==> src/rtl/mc_pkg.sv <==
// Shared types and constants for the multicycle controller and the ALU.
// Optional feature macro: MC_MEM_WAIT_EN (memory handshake stalls).
package mc_pkg;

  typedef enum logic [3:0] {
    S_FETCH, S_DECODE, S_MEMADR, S_MEMRD, S_MEMWB, S_MEMWR,
    S_RTYPEEX, S_RTYPEWB, S_BEQEX, S_ADDIEX, S_ADDIWB, S_JEX
  } state_t;

  localparam logic [5:0] OP_LW    = 6'b100011;
  localparam logic [5:0] OP_SW    = 6'b101011;
  localparam logic [5:0] OP_RTYPE = 6'b000000;
  localparam logic [5:0] OP_BEQ   = 6'b000100;
  localparam logic [5:0] OP_ADDI  = 6'b001000;
  localparam logic [5:0] OP_J     = 6'b000010;

  localparam logic [5:0] F_ADD = 6'b100000;
  localparam logic [5:0] F_SUB = 6'b100010;
  localparam logic [5:0] F_AND = 6'b100100;
  localparam logic [5:0] F_OR  = 6'b100101;
  localparam logic [5:0] F_SLT = 6'b101010;

  typedef enum logic [1:0] {
    ALUOP_ADD   = 2'b00,
    ALUOP_SUB   = 2'b01,
    ALUOP_FUNCT = 2'b10
  } aluop_t;

  // ALU operation codes; 3'b011 is reserved and never produced
  localparam logic [2:0] ALU_AND = 3'b000;
  localparam logic [2:0] ALU_OR  = 3'b001;
  localparam logic [2:0] ALU_ADD = 3'b010;
  localparam logic [2:0] ALU_SUB = 3'b110;
  localparam logic [2:0] ALU_SLT = 3'b111;

  typedef struct packed {
    logic       pcwrite;
    logic       branch;
    logic       memwrite;
    logic       irwrite;
    logic       regwrite;
    logic       alusrca;
    logic [1:0] alusrcb;
    logic       iord;
    logic       memtoreg;
    logic       regdst;
    logic [1:0] pcsrc;
    aluop_t     aluop;
  } ctrl_t;

  function automatic logic op_supported(input logic [5:0] op);
    case (op)
      OP_LW, OP_SW, OP_RTYPE, OP_BEQ, OP_ADDI, OP_J: op_supported = 1'b1;
      default:                                       op_supported = 1'b0;
    endcase
  endfunction

endpackage

==> src/rtl/mc_aludec.sv <==
// ALU decoder: maps aluop/funct to the ALU operation code.
module mc_aludec
  import mc_pkg::*;
(
  input  aluop_t     aluop,
  input  logic [5:0] funct,
  output logic [2:0] alucont,
  output logic       illegal_funct
);

  always_comb begin
    alucont       = ALU_ADD;
    illegal_funct = 1'b0;
    case (aluop)
      ALUOP_ADD: alucont = ALU_ADD;
      ALUOP_SUB: alucont = ALU_SUB;
      ALUOP_FUNCT: begin
        case (funct)
          F_ADD:   alucont = ALU_ADD;
          F_SUB:   alucont = ALU_SUB;
          F_AND:   alucont = ALU_AND;
          F_OR:    alucont = ALU_OR;
          F_SLT:   alucont = ALU_SLT;
          // unknown funct falls back to add and is flagged
          default: illegal_funct = 1'b1;
        endcase
      end
      default: alucont = ALU_ADD;
    endcase
  end

endmodule

==> src/rtl/mc_controller.sv <==
// Multicycle MIPS-subset control FSM (Moore) with ALU decode sub-block.
// Define MC_MEM_WAIT_EN to stall FETCH/MEMRD/MEMWR on mem_ready.
module mc_controller
  import mc_pkg::*;
(
  input  logic       clk,
  input  logic       reset,
  input  logic [5:0] op,
  input  logic [5:0] funct,
  input  logic       zero,
  input  logic       mem_ready,
  output logic       pcen,
  output logic       memwrite,
  output logic       irwrite,
  output logic       regwrite,
  output logic       alusrca,
  output logic [1:0] alusrcb,
  output logic       iord,
  output logic       memtoreg,
  output logic       regdst,
  output logic [1:0] pcsrc,
  output logic [2:0] alucont,
  output logic       illegal
);

  state_t     state, next;
  ctrl_t      c;
  logic       bad_funct_q;
  logic       illegal_funct;
  logic [2:0] dec_alucont;
  logic       mem_go;

`ifdef MC_MEM_WAIT_EN
  assign mem_go = mem_ready;
`else
  // single-cycle memory: handshake is tied off but kept referenced
  assign mem_go = 1'b1 | mem_ready;
`endif

  mc_aludec u_aludec (
    .aluop         (c.aluop),
    .funct         (funct),
    .alucont       (dec_alucont),
    .illegal_funct (illegal_funct)
  );

  always_ff @(posedge clk or posedge reset) begin
    if (reset) state <= S_FETCH;
    else       state <= next;
  end

  // remembers a bad funct from RTYPEEX so the writeback can be squashed
  always_ff @(posedge clk or posedge reset) begin
    if (reset)                  bad_funct_q <= 1'b0;
    else if (state == S_RTYPEEX) bad_funct_q <= illegal_funct;
  end

  always_comb begin
    next = state;
    case (state)
      S_FETCH:   next = mem_go ? S_DECODE : S_FETCH;
      S_DECODE: begin
        case (op)
          OP_LW, OP_SW: next = S_MEMADR;
          OP_RTYPE:     next = S_RTYPEEX;
          OP_BEQ:       next = S_BEQEX;
          OP_ADDI:      next = S_ADDIEX;
          OP_J:         next = S_JEX;
          default:      next = S_FETCH;
        endcase
      end
      S_MEMADR:  next = (op == OP_LW) ? S_MEMRD : S_MEMWR;
      S_MEMRD:   next = mem_go ? S_MEMWB : S_MEMRD;
      S_MEMWR:   next = mem_go ? S_FETCH : S_MEMWR;
      S_RTYPEEX: next = S_RTYPEWB;
      S_ADDIEX:  next = S_ADDIWB;
      S_MEMWB, S_RTYPEWB, S_BEQEX, S_ADDIWB, S_JEX: next = S_FETCH;
      default:   next = S_FETCH;
    endcase
  end

  always_comb begin
    c = '0;
    case (state)
      S_FETCH: begin
        c.irwrite = mem_go;
        c.pcwrite = mem_go;
        c.alusrcb = 2'b01;
      end
      S_DECODE:  c.alusrcb = 2'b11;
      S_MEMADR, S_ADDIEX: begin
        c.alusrca = 1'b1;
        c.alusrcb = 2'b10;
      end
      S_MEMRD:   c.iord = 1'b1;
      S_MEMWB: begin
        c.memtoreg = 1'b1;
        c.regwrite = 1'b1;
      end
      S_MEMWR: begin
        c.iord     = 1'b1;
        c.memwrite = 1'b1;
      end
      S_RTYPEEX: begin
        c.alusrca = 1'b1;
        c.aluop   = ALUOP_FUNCT;
      end
      S_RTYPEWB: begin
        c.regdst   = 1'b1;
        c.regwrite = ~bad_funct_q;
      end
      S_BEQEX: begin
        c.alusrca = 1'b1;
        c.aluop   = ALUOP_SUB;
        c.pcsrc   = 2'b01;
        c.branch  = 1'b1;
      end
      S_ADDIWB:  c.regwrite = 1'b1;
      S_JEX: begin
        c.pcsrc   = 2'b10;
        c.pcwrite = 1'b1;
      end
      default: c = '0;
    endcase
  end

  // outputs are squashed combinationally so no strobe survives reset assertion
  always_comb begin
    pcen     = 1'b0;
    memwrite = 1'b0;
    irwrite  = 1'b0;
    regwrite = 1'b0;
    alusrca  = 1'b0;
    alusrcb  = 2'b00;
    iord     = 1'b0;
    memtoreg = 1'b0;
    regdst   = 1'b0;
    pcsrc    = 2'b00;
    alucont  = ALU_ADD;
    illegal  = 1'b0;
    if (!reset) begin
      pcen     = c.pcwrite | (c.branch & zero);
      memwrite = c.memwrite;
      irwrite  = c.irwrite;
      regwrite = c.regwrite;
      alusrca  = c.alusrca;
      alusrcb  = c.alusrcb;
      iord     = c.iord;
      memtoreg = c.memtoreg;
      regdst   = c.regdst;
      pcsrc    = c.pcsrc;
      alucont  = dec_alucont;
      illegal  = ((state == S_DECODE) && !op_supported(op)) ||
                 ((state == S_RTYPEEX) && illegal_funct);
    end
  end

endmodule

==> config.mk <==
export PLATFORM = sky130hd
export DESIGN_NAME = mc_controller
export DESIGN_NICKNAME = d
export VERILOG_FILES = /design/src/rtl/mc_pkg.sv /design/src/rtl/mc_aludec.sv /design/src/rtl/mc_controller.sv
export SDC_FILE = /design/constraint.sdc
export NUM_CORES = 1
export LEC_CHECK = 0
export CORE_MARGIN = 4
export CORE_UTILIZATION = 36
export CTS_CLUSTER_SIZE = 20
export DETAILED_ROUTE_END_ITERATION = 8
export PLACE_DENSITY_LB_ADDON = 0.1
export SLEW_MARGIN = 30
export SYNTH_ARGS = -nofsm -noshare
export SYNTH_HDL_FRONTEND = slang
export SYNTH_SLANG_ARGS = --single-unit
==> constraint.sdc <==
create_clock -name clk -period 1.6 [get_ports clk]
set_input_delay 0.16 -clock clk [delete_from_list [all_inputs] [get_ports clk]]
set_output_delay 0.16 -clock clk [all_outputs]
set_load 0.01 [all_outputs]
==> results of run 1 <==
[kinds of logic after synthesis]
group	count (synthesis)	synth area share (%)
adders and majority gates	3	5.74
AOI/OAI and AO/OA	20	20.5
xor gates and xnor gates	3	4.02
DFF	5	19.1
buffers and inverters	11	8.22
and+or+nand+nor	50	42.4
[worst min-delay path by stage]
| stage | startpoint | to | slack [ns] |
|---|---|---|---|
| floorplan | reset | bad_funct_q | -0.05 |
| global placement | bad_funct_q | bad_funct_q | 0.48 |
| detailed placement | bad_funct_q | bad_funct_q | 0.50 |
| CTS | reset | bad_funct_q | 0.30 |
| global route | reset | bad_funct_q | 0.38 |
| finish | reset | bad_funct_q | 0.36 |
[per-layer routing]
metal	track usage, %	wire (um)	share of wire [%]	up-vias
li1	-	-	-	470
met1	19.6	1040	38	489
met2	37.8	1470	53	31
met3	5.34	146	5.3	11
met4	13.0	96	3.5	0
met5	0	0	0	-
[cell type report]
type	instances	area, sq um	area share, %
Inverter	6	22.5	1.59
Sequential cell	5	128	9.01
Tap cell	25	31.3	2.21
Clock buffer	4	26.3	1.86
Timing Repair Buffer	70	543	38.3
Multi-Input combinational cell	76	666	47.0
[through the flow]
step           TNS [ns]  instances  utilization [%]
6_report          -1.46        186             82.0
5_1_grt           -2.66        186             82.0
4_1_cts           -1.76        181             74.1
3_5_place_dp      -4.08        174             71.2
3_3_place_gp      -3.79        174             71.2
2_1_floorplan    -0.116         92                -
[power breakdown]
group	total (uW)	switching (uW)	internal (uW)
logic	864	385	479
clock network	158	63.4	95.0
registers	216	55.9	160
total	1240	504	735
[cell usage after synthesis (2+ instances only)]
cell,n,share of area [%]
a211oi_1,3,3.4
or3_1,2,1.9
nor2b_1,4,3.8
ha_1,3,5.7
a21oi_1,4,3.1
nand3_1,4,3.1
nor3_1,5,3.8
clkbuf_1,2,1.1
a31oi_1,2,1.9
xor2_1,3,4.0
o21ai_0,3,2.3
or3b_1,2,2.7
nor4_1,2,1.9
dfrtp_1,5,19
inv_1,6,3.4
nand2b_1,2,1.9
nand2_1,9,5.2
nor2_1,11,6.3
[timing repair]
action | CTS | global route
endpoints found under the setup margin | 17 | 17
cloned | 0 | 0
buffers inserted | 4 | 7
resized for setup | 63 | 46
pin swaps | 2 | 8
[worst max-delay path, cell delays in order, from the launching register on]
cell,delay (ns)
dfrtp_2,0.43
nand2b_4,0.16
or2_4,0.24
or4b_4,0.51
a21oi_2,0.12
buf_2,0.13
[flip-flops by register name, summed over array words and instances (netlist names)]
name,count
state,4
bad_funct_q,1
==> summary.md, run 1 <==
| Metric | Value |
|---|---|
| Initial antenna violation count | 0 |
| Setup ws final | -0.396 ns |
| Post-DP HPWL | 1.78 mm |
| Netlist Area Pre-Place | 654 sq um |
| Reg2Reg Depth | 8 |
| Worst setup EP type | primary output |
| CP startpoint | state[1] |
| Pre-CTS setup slack | -0.639 ns |
| Post-synth EDFFs | 0 |
| # IOs | 32 |
| Min Clock Period, post-route | 2.00 ns |
| Largest net degree at the start of global routing | 12 |
| First-pass GRT wire length | 3.95 mm |
| Final period util | 125% |
| Power per cell area | 875 nW/um^2 |
| CTS tree | done |
| Seq/Total Area, Yosys | between 10% and 20% |
| Fin. max-slew vios | 0 |
| DRT Pass-1 Iters | 4 |
| DR vias/cell | 5.38 |
| All-layer global routing usage | between 20% and 30% |
| Leakage power | 0.000625 uW |
| CTS H-Tree Depth | 1 |
| Residual DRC | 0 |
| Initial Util | a little under two fifths |
| Fmax | 501 MHz |
| Diodes inserted | 0 |
| CP Data Required Time | about 1.4 ns |
| Die ar. | between 2000 and 3000 sq um |
| Routed WL | 2.75 mm |
| Synth cell types | 38 |
| Hold Path Class | in2async |
| Detailed Route Iter0 Violations | 8 |
| Post-placement cell area | 1230 sq um |
| FFs w/ async S/R, synth | 100% |
| Port Buf Inserts | 30 |
| Routability congestion estimate from global placement | 0.852 |
| Worst slew pin tran | 0.293 ns |
| Worst-case clock buffer depth | 2 |
| Synth warn | 0 |
| Failing checks | negative setup slack |
| Filler cell count | approximately 120 |
| GRT Residual Overflow | 0 |
| Max VDD drop | ~0.00085 V |
| Max-Cap Viols | 0 |
| Vias post-DR | about 1.0k |
| Clk_skew | 0.0121 ns |
| Area grow syn2layout | 116% |
| Max_slew headroom | 80.4% |
| Final setup vio count | 8 |
| Total nets after synthesis | 111 |
| Net count, final | 181 |
| Worst setup SP type | flop |
| Cts-stage hold buffer count | 0 |
| Cell count after synthesis | 92 |
| Worst r2r src | state[0] |
| Critical path class | reg2out |
| RSZ-0062 raised after global routing | true |
| Core area | 1730 sq um |
| Vias in the first global route | 952 |
| Hold WS | 0.363 ns |
| Wire per inst | 14.8 um |
| Critical Path AT | 1.84 ns |
| CTS buffer count | 3 |
| Clock transition at the registers of the reported paths | 0.05 ns |
| Flops & latches, synth | 5 |
| Worst r2r dst | bad_funct_q |
| Die height | 50.6 um |
| Critical Path Sink | illegal |
| CTS root buf | clkbuf_4 |
| Final Total Pwr | 1240 uW |
| Most frequent cells in the layout | 34 x buf_4, 16 x buf_2, 14 x clkdlybuf4s50_1 |
| Final Hold Viols | 0 |
| # rows | 15 |
| Commonest non-fill, non-tap cell in the layout | buf_4 |
| Synth Flop Type | dfrtp_1 |
| Worst Path Max Fanout | 4 |
| Clk Latency, worst-skew pair | 0.26 ns |
| Share of cells above drive strength 1 | 59.0% |
| Final antenna-violating net count | 0 |
| CTS Sinks | 5 |
| Reg-to-reg slack, setup | 0.06 ns |
| Syn_area_per_cell | slightly above 7 sq um |
| Final instance area | 1420 sq um |
| Outcome | finished with violations |
| Die span in x | between 50 and 60 um |
Power figures use the tool's default switching activity.
==> run 2: changes to the inputs <==
Settings changed: CORE_MARGIN 4 to default, CORE_UTILIZATION 36 to 42, CTS_CLUSTER_SIZE 20 to 16.
Clock period 1.6 ns to 2.55 ns, I/O delays scaled along.
==> summary.md, run 2 (synthesis gave the netlist of run 1 again) <==
| Metric | Value |
|---|---|
| Vias post-DR | 806 (-19%) |
| Most frequent cell on the critical path | buf_4 |
| Placed Cells | 143 (-18%) |
| Routed WL | 1.75 mm (-37%) |
| Fin. max-slew vios | 0 (unchanged) |
| Worst-case clock buffer depth | 2 (unchanged) |
| Detailed Route Iter0 Violations | 17 (+9) |
| Fin Setup TNS | 0 ns (+1.46 ns) |
| Initial Util | 47.9% (+10 points) |
| Critical Path AT | 2.16 ns (+0.32 ns) |
| Hold Path Class | in2async |
| Residual DRC | 0 (unchanged) |
| Die ar. | 1720 sq um (-33%) |
| Final antenna-violating net count | 0 (unchanged) |
| Fmax | 414 MHz |
| Final instance area | 1060 sq um (-25%) |
| Diodes inserted | 0 (unchanged) |
| Largest net degree at the start of global routing | 14 (+2) |
| Max VDD drop | 0.000280 V (-67%) |
| Commonest non-fill, non-tap cell in the layout | clkdlybuf4s50_1 |
| Initial antenna violation count | 0 (unchanged) |
| CP Data Required Time | 2.30 ns (+0.86 ns) |
| All-layer global routing usage | 22.8% (+2.4 points) |
| Max-Cap Viols | 0 (unchanged) |
| Post-placement cell area | 1020 sq um (-17%) |
| Critical path class | reg2out |
| Clk_skew | 0.00398 ns (-0.00811 ns) |
| Final period util | between 90% and 100% |
| CTS tree | done |
| Most flops, register | state |
| Filler cell count | 120 (-0.83%) |
| GRT Residual Overflow | 0 (unchanged) |
| CTS root buf | clkbuf_4 |
| RSZ-0062 raised after global routing | false |
| Min Clock Period, post-route | approximately 2.4 ns |
| DRT Pass-1 Iters | 4 (unchanged) |
| Max reg flops | 4 (unchanged) |
| CTS Sinks | 5 (unchanged) |
| First-pass GRT wire length | 3.04 mm (-23%) |
| Power per cell area | 504 nW/um^2 (-42%) |
| Setup ws final | 0.135 ns (+0.530 ns) |
| DR vias/cell | 5.48 (+1.9%) |
| Share of cells above drive strength 1 | 18.2% (-41 points) |
| Final setup vio count | 0 (-8) |
| Core area | 1370 sq um (-21%) |
| Final Hold Viols | 0 (unchanged) |
| Hold WS | 0.405 ns (+0.0416 ns) |
| Vias in the first global route | 772 (-19%) |
| Wire per inst | 11.9 um (-20%) |
| Post-DP HPWL | 1.44 mm (-19%) |
| Regs by FF count | state (4), bad_funct_q (1) |
| Clk Latency, worst-skew pair | 0.25 ns (about the same) |
| Leakage power | 0.000435 uW (-30%) |
| Net count, final | 152 (-16%) |
| Most frequent cells in the layout | 28 x clkdlybuf4s50_1, 11 x buf_4, 10 x nor2_1 |
| Critical path's slowest cell | clkdlybuf4s50_1 |
| CTS H-Tree Depth | 1 (unchanged) |
| Port Buf Inserts | 30 (unchanged) |
| Cts-stage hold buffer count | 0 (unchanged) |
| Max_slew headroom | 77.7% (-2.7 points) |
| Outcome | completed |
| # rows | 13 (-2) |
| CP peak stage delay | 0.57 ns (+0.06 ns) |
| Die span in x | 41.5 um (-18%) |
| CTS buffer count | 3 (unchanged) |
| # IOs | 32 (unchanged) |
| Worst setup EP type | primary output |
| Area grow syn2layout | 62.5% |
| Fin cells | 147 (-21%) |
| Pre-CTS setup slack | 0.0855 ns (+0.724 ns) |
| Worst Path Max Fanout | 13 (+9) |
| Clock transition at the registers of the reported paths | 0.04 ns (about the same) |
| Worst setup SP type | flop |
| Critical-path cell list | buf_4, nor2_1, nand2_1, buf_4, inv_1, ha_1, a41oi_1, nor3_1, clkdlybuf4s50_1 |
| Worst slew pin tran | 0.326 ns (+0.0336 ns) |
| Die height | 41.5 um (-18%) |
| Routability congestion estimate from global placement | 0.839 (-1.6%) |
[run 2: cell count changes in the layout (fill, tap and decap cells not counted), moves of 4 or more]
| cell | previous run | this run |
|---|---|---|
| buf_4 | 34 | 11 |
| buf_2 | 16 | 0 |
| clkdlybuf4s50_1 | 14 | 28 |
| buf_6 | 6 | 0 |
| nand2_1 | 5 | 9 |
| nor3_1 | 1 | 5 |
| nor3_2 | 4 | 0 |
[run 2: area by class of cell]
| cell class | instances | area [sq um] | share of cell area, % |
|---|---|---|---|
| inverter | 6 | 22.5 | 2.12 |
| tap | 15 | 18.8 | 1.76 |
| multi-input combinational | 76 | 483 | 45.4 |
| clock buffer | 4 | 26.3 | 2.47 |
| sequential | 5 | 129 | 12.1 |
| timing repair buffer | 41 | 384 | 36.1 |
[run 2: worst paths after layout]
| path | startpoint | end | slack [ns] | depth (start not counted) |
|---|---|---|---|---|
| max | state[2] | alucont[2] | 0.13 | 9 |
| min in group clk | bad_funct_q | bad_funct_q | 0.49 | 2 |
| max reg2reg | state[0] | bad_funct_q | 1.05 | 7 |
| max in group asynchronous | reset | state[1] | 1.94 | 2 |
| min reg2reg | bad_funct_q | bad_funct_q | 0.49 | 2 |
| min | reset | state[2] | 0.40 | 2 |
[run 2: repair_timing]
| action | CTS | global route |
|---|---|---|
| setup endpoints to repair | 1 | 2 |
| buffers inserted | 0 | 0 |
| gates cloned | 0 | 0 |
| endpoints found under the hold margin | 0 | 0 |
| resized for setup | 6 | 2 |
[run 2: report_power, final]
part	internal [uW]	total, uW	switching [uW]
Combinational	170	306	136
Sequential	101	137	35.9
Clock	59.3	93.3	34.0
Total	330	536	206
[run 2: worst max-delay path: cells and delay by family (launching register included)]
kind / cells / cell delay (ns)
AND/OR/NAND/NOR: 3 / 0.36
buffers and inverters: 4 / 0.95
flip-flops: 1 / 0.36
AO/OA/AOI/OAI: 1 / 0.05
adder cells (fa/ha/maj): 1 / 0.18
[run 2: stage by stage]
| step | power (uW) | utilization, % |
|---|---|---|
| 6_report | 536 | 77.8 |
| 5_1_grt | 576 | 77.8 |
| 4_1_cts | 536 | 77.5 |
| 3_5_place_dp | 437 | 75.0 |
| 3_3_place_gp | 430 | 75.0 |
| 2_1_floorplan | 295 | - |
[run 2: metal layers]
metal | wire length (um) | GRT usage (%)
met5 | 0 | 0
met4 | 45 | 13.5
met3 | 78 | 4.78
met2 | 913 | 41.6
met1 | 709 | 23.5
==> run 3: changes to the inputs <==
Settings changed: CTS_CLUSTER_DIAMETER from default to 50, RECOVER_POWER from default to 25.
==> summary.md, run 3 (synthesis gave the netlist of run 1 again) <==
| Metric | Value |
|---|---|
| Hold Path Class | reg2reg |
| CTS H-Tree Depth | 1 (unchanged) |
| Largest net degree at the start of global routing | 14 (unchanged) |
| Max-Cap Viols | 0 (unchanged) |
| GRT Residual Overflow | 0 (unchanged) |
| DR vias/cell | 5.48 (unchanged) |
| Setup ws final | 0.134 ns (-0.000606 ns) |
| Final Hold Viols | 0 (unchanged) |
| Clk_skew | 0.00398 ns (unchanged) |
| Diodes inserted | 0 (unchanged) |
| Worst setup SP type | flop |
| Hold path depth | 2 |
| CTS root buf | clkbuf_4 |
| Worst r2r dst | bad_funct_q |
| Wire per inst | 11.9 um (-0.11%) |
| Cts-stage hold buffer count | 0 (unchanged) |
| Residual DRC | 0 (unchanged) |
| Final period util | 94.7% (about the same) |
| Power per cell area | 504 nW/um^2 (-0.11%) |
| RSZ-0062 raised after global routing | false |
| Vias post-DR | 806 (unchanged) |
| CTS Sinks | 5 (unchanged) |
| Die height | 41.5 um (unchanged) |
| Hold Path Sink | bad_funct_q |
| All-layer global routing usage | 22.8% (unchanged) |
| Die span in x | 41.5 um (unchanged) |
| Max reg flops | 4 (unchanged) |
| Max VDD drop | 0.000280 V (about the same) |
| Routability congestion estimate from global placement | 0.839 (unchanged) |
| Most frequent cells in the layout | 26 x clkdlybuf4s50_1, 11 x buf_4, 10 x nor2_1 |
| Worst-case clock buffer depth | 2 (unchanged) |
| DRT Pass-1 Iters | 4 (unchanged) |
| # IOs | 32 (unchanged) |
| Outcome | completed |
| Area grow syn2layout | 62.5% (unchanged) |
| HP Start | bad_funct_q |
| Min Clock Period, post-route | 2.42 ns (+0.000606 ns) |
| Routed WL | 1.74 mm (-0.11%) |
| Clock transition at the registers of the reported paths | 0.04 ns (about the same) |
| Worst Path Max Fanout | 13 (unchanged) |
| Fin cells | 147 (unchanged) |
| Pre-CTS setup slack | 0.0855 ns (unchanged) |
| Die ar. | 1720 sq um (unchanged) |
| Clk Latency, worst-skew pair | 0.25 ns (about the same) |
| Regs by FF count | state (4), bad_funct_q (1) |
| Final antenna-violating net count | 0 (unchanged) |
| Port Buf Inserts | 30 (unchanged) |
| Fin Setup TNS | 0 ns (unchanged) |
| Max_slew headroom | 77.7% (unchanged) |
| Final setup vio count | 0 (unchanged) |
| CTS buffer count | 3 (unchanged) |
| Initial antenna violation count | 0 (unchanged) |
| Leakage power | 0.000436 uW (+0.12%) |
| Critical Path AT | 2.16 ns (about the same) |
| Most flops, register | state |
| Worst setup EP type | primary output |
| Placed Cells | 143 (unchanged) |
| Net count, final | 152 (unchanged) |
| Final core occ | 77.8% (unchanged) |
| Fmax | 414 MHz (about the same) |
| Vias in the first global route | 772 (unchanged) |
| Reg2Reg Depth | 7 (unchanged) |
| Worst r2r src | state[0] |
| Reg-to-reg slack, setup | 1.05 ns (about the same) |
| Share of cells above drive strength 1 | 18.2% (unchanged) |
| CP Data Required Time | 2.30 ns (about the same) |
| Critical path class | reg2out |
| Core area | 1370 sq um (unchanged) |
| # rows | 13 (unchanged) |
| Post-DP HPWL | 1.44 mm (unchanged) |
| Fin. max-slew vios | 0 (unchanged) |
| Detailed Route Iter0 Violations | 17 (unchanged) |
| Worst slew pin tran | 0.326 ns (unchanged) |
| Commonest non-fill, non-tap cell in the layout | clkdlybuf4s50_1 |
| Initial Util | 47.9% (unchanged) |
| First-pass GRT wire length | 3.04 mm (unchanged) |
| Setup Fix Bufs, Post-CTS | 0 (unchanged) |
| CTS tree | done |
run 3: worst max-delay path: stages (launching register included):
cell             delay, ns
dfrtp_1               0.36
buf_4                 0.18
nor2_1                0.13
nand2_1               0.09
buf_4                 0.14
inv_1                 0.06
ha_1                  0.18
a41oi_1               0.05
nor3_1                0.14
clkdlybuf4s50_1       0.57
run 3: area by class of cell:
class / instances / area, sq um
multi-input combinational: 76 / 483
timing repair buffer: 41 / 384
fill: 120 / 303
sequential: 5 / 129
clock buffer: 4 / 26.3
inverter: 6 / 22.5
tap: 15 / 18.8
run 3: timing repair:
item                       CTS  global route
setup endpoints to repair    1             2
pin swaps                    0             0
resized for setup            6             2
gates cloned                 0             0
run 3: metal layers:
metal	wire length, um	share of wire, %	track usage (%)	up-vias
li1	-	-	-	414
met1	708	41	23.5	359
met2	912	52	41.6	28
met3	78	4.5	4.78	5
met4	45	2.6	13.5	0
met5	0	0	0	-
run 3: where the power goes:
part | switching [uW] | leakage [uW] | internal (uW)
combinational | 136 | 0.000363 | 169
sequential | 35.9 | 0.0000579 | 101
clock | 34.0 | 0.0000150 | 59.3
total | 206 | 0.000436 | 329
run 3: metrics by stage:
stage	total power, uW	cell area [sq um]	hold slack, ns
2_1_floorplan	295	654	0.0470
3_3_place_gp	430	1020	0.474
3_5_place_dp	437	1020	0.473
4_1_cts	536	1060	0.401
5_1_grt	575	1060	0.499
6_report	536	1060	0.493
run 3: worst max-delay path by stage:
stage,from,end,depth (start not counted)
4_1_cts,state[0],alucont[0],5
6_report,state[2],alucont[2],9
3_5_place_dp,op[2],illegal,6
2_1_floorplan,state[0],illegal,7
3_3_place_gp,op[2],illegal,6
5_1_grt,state[2],alucont[2],9
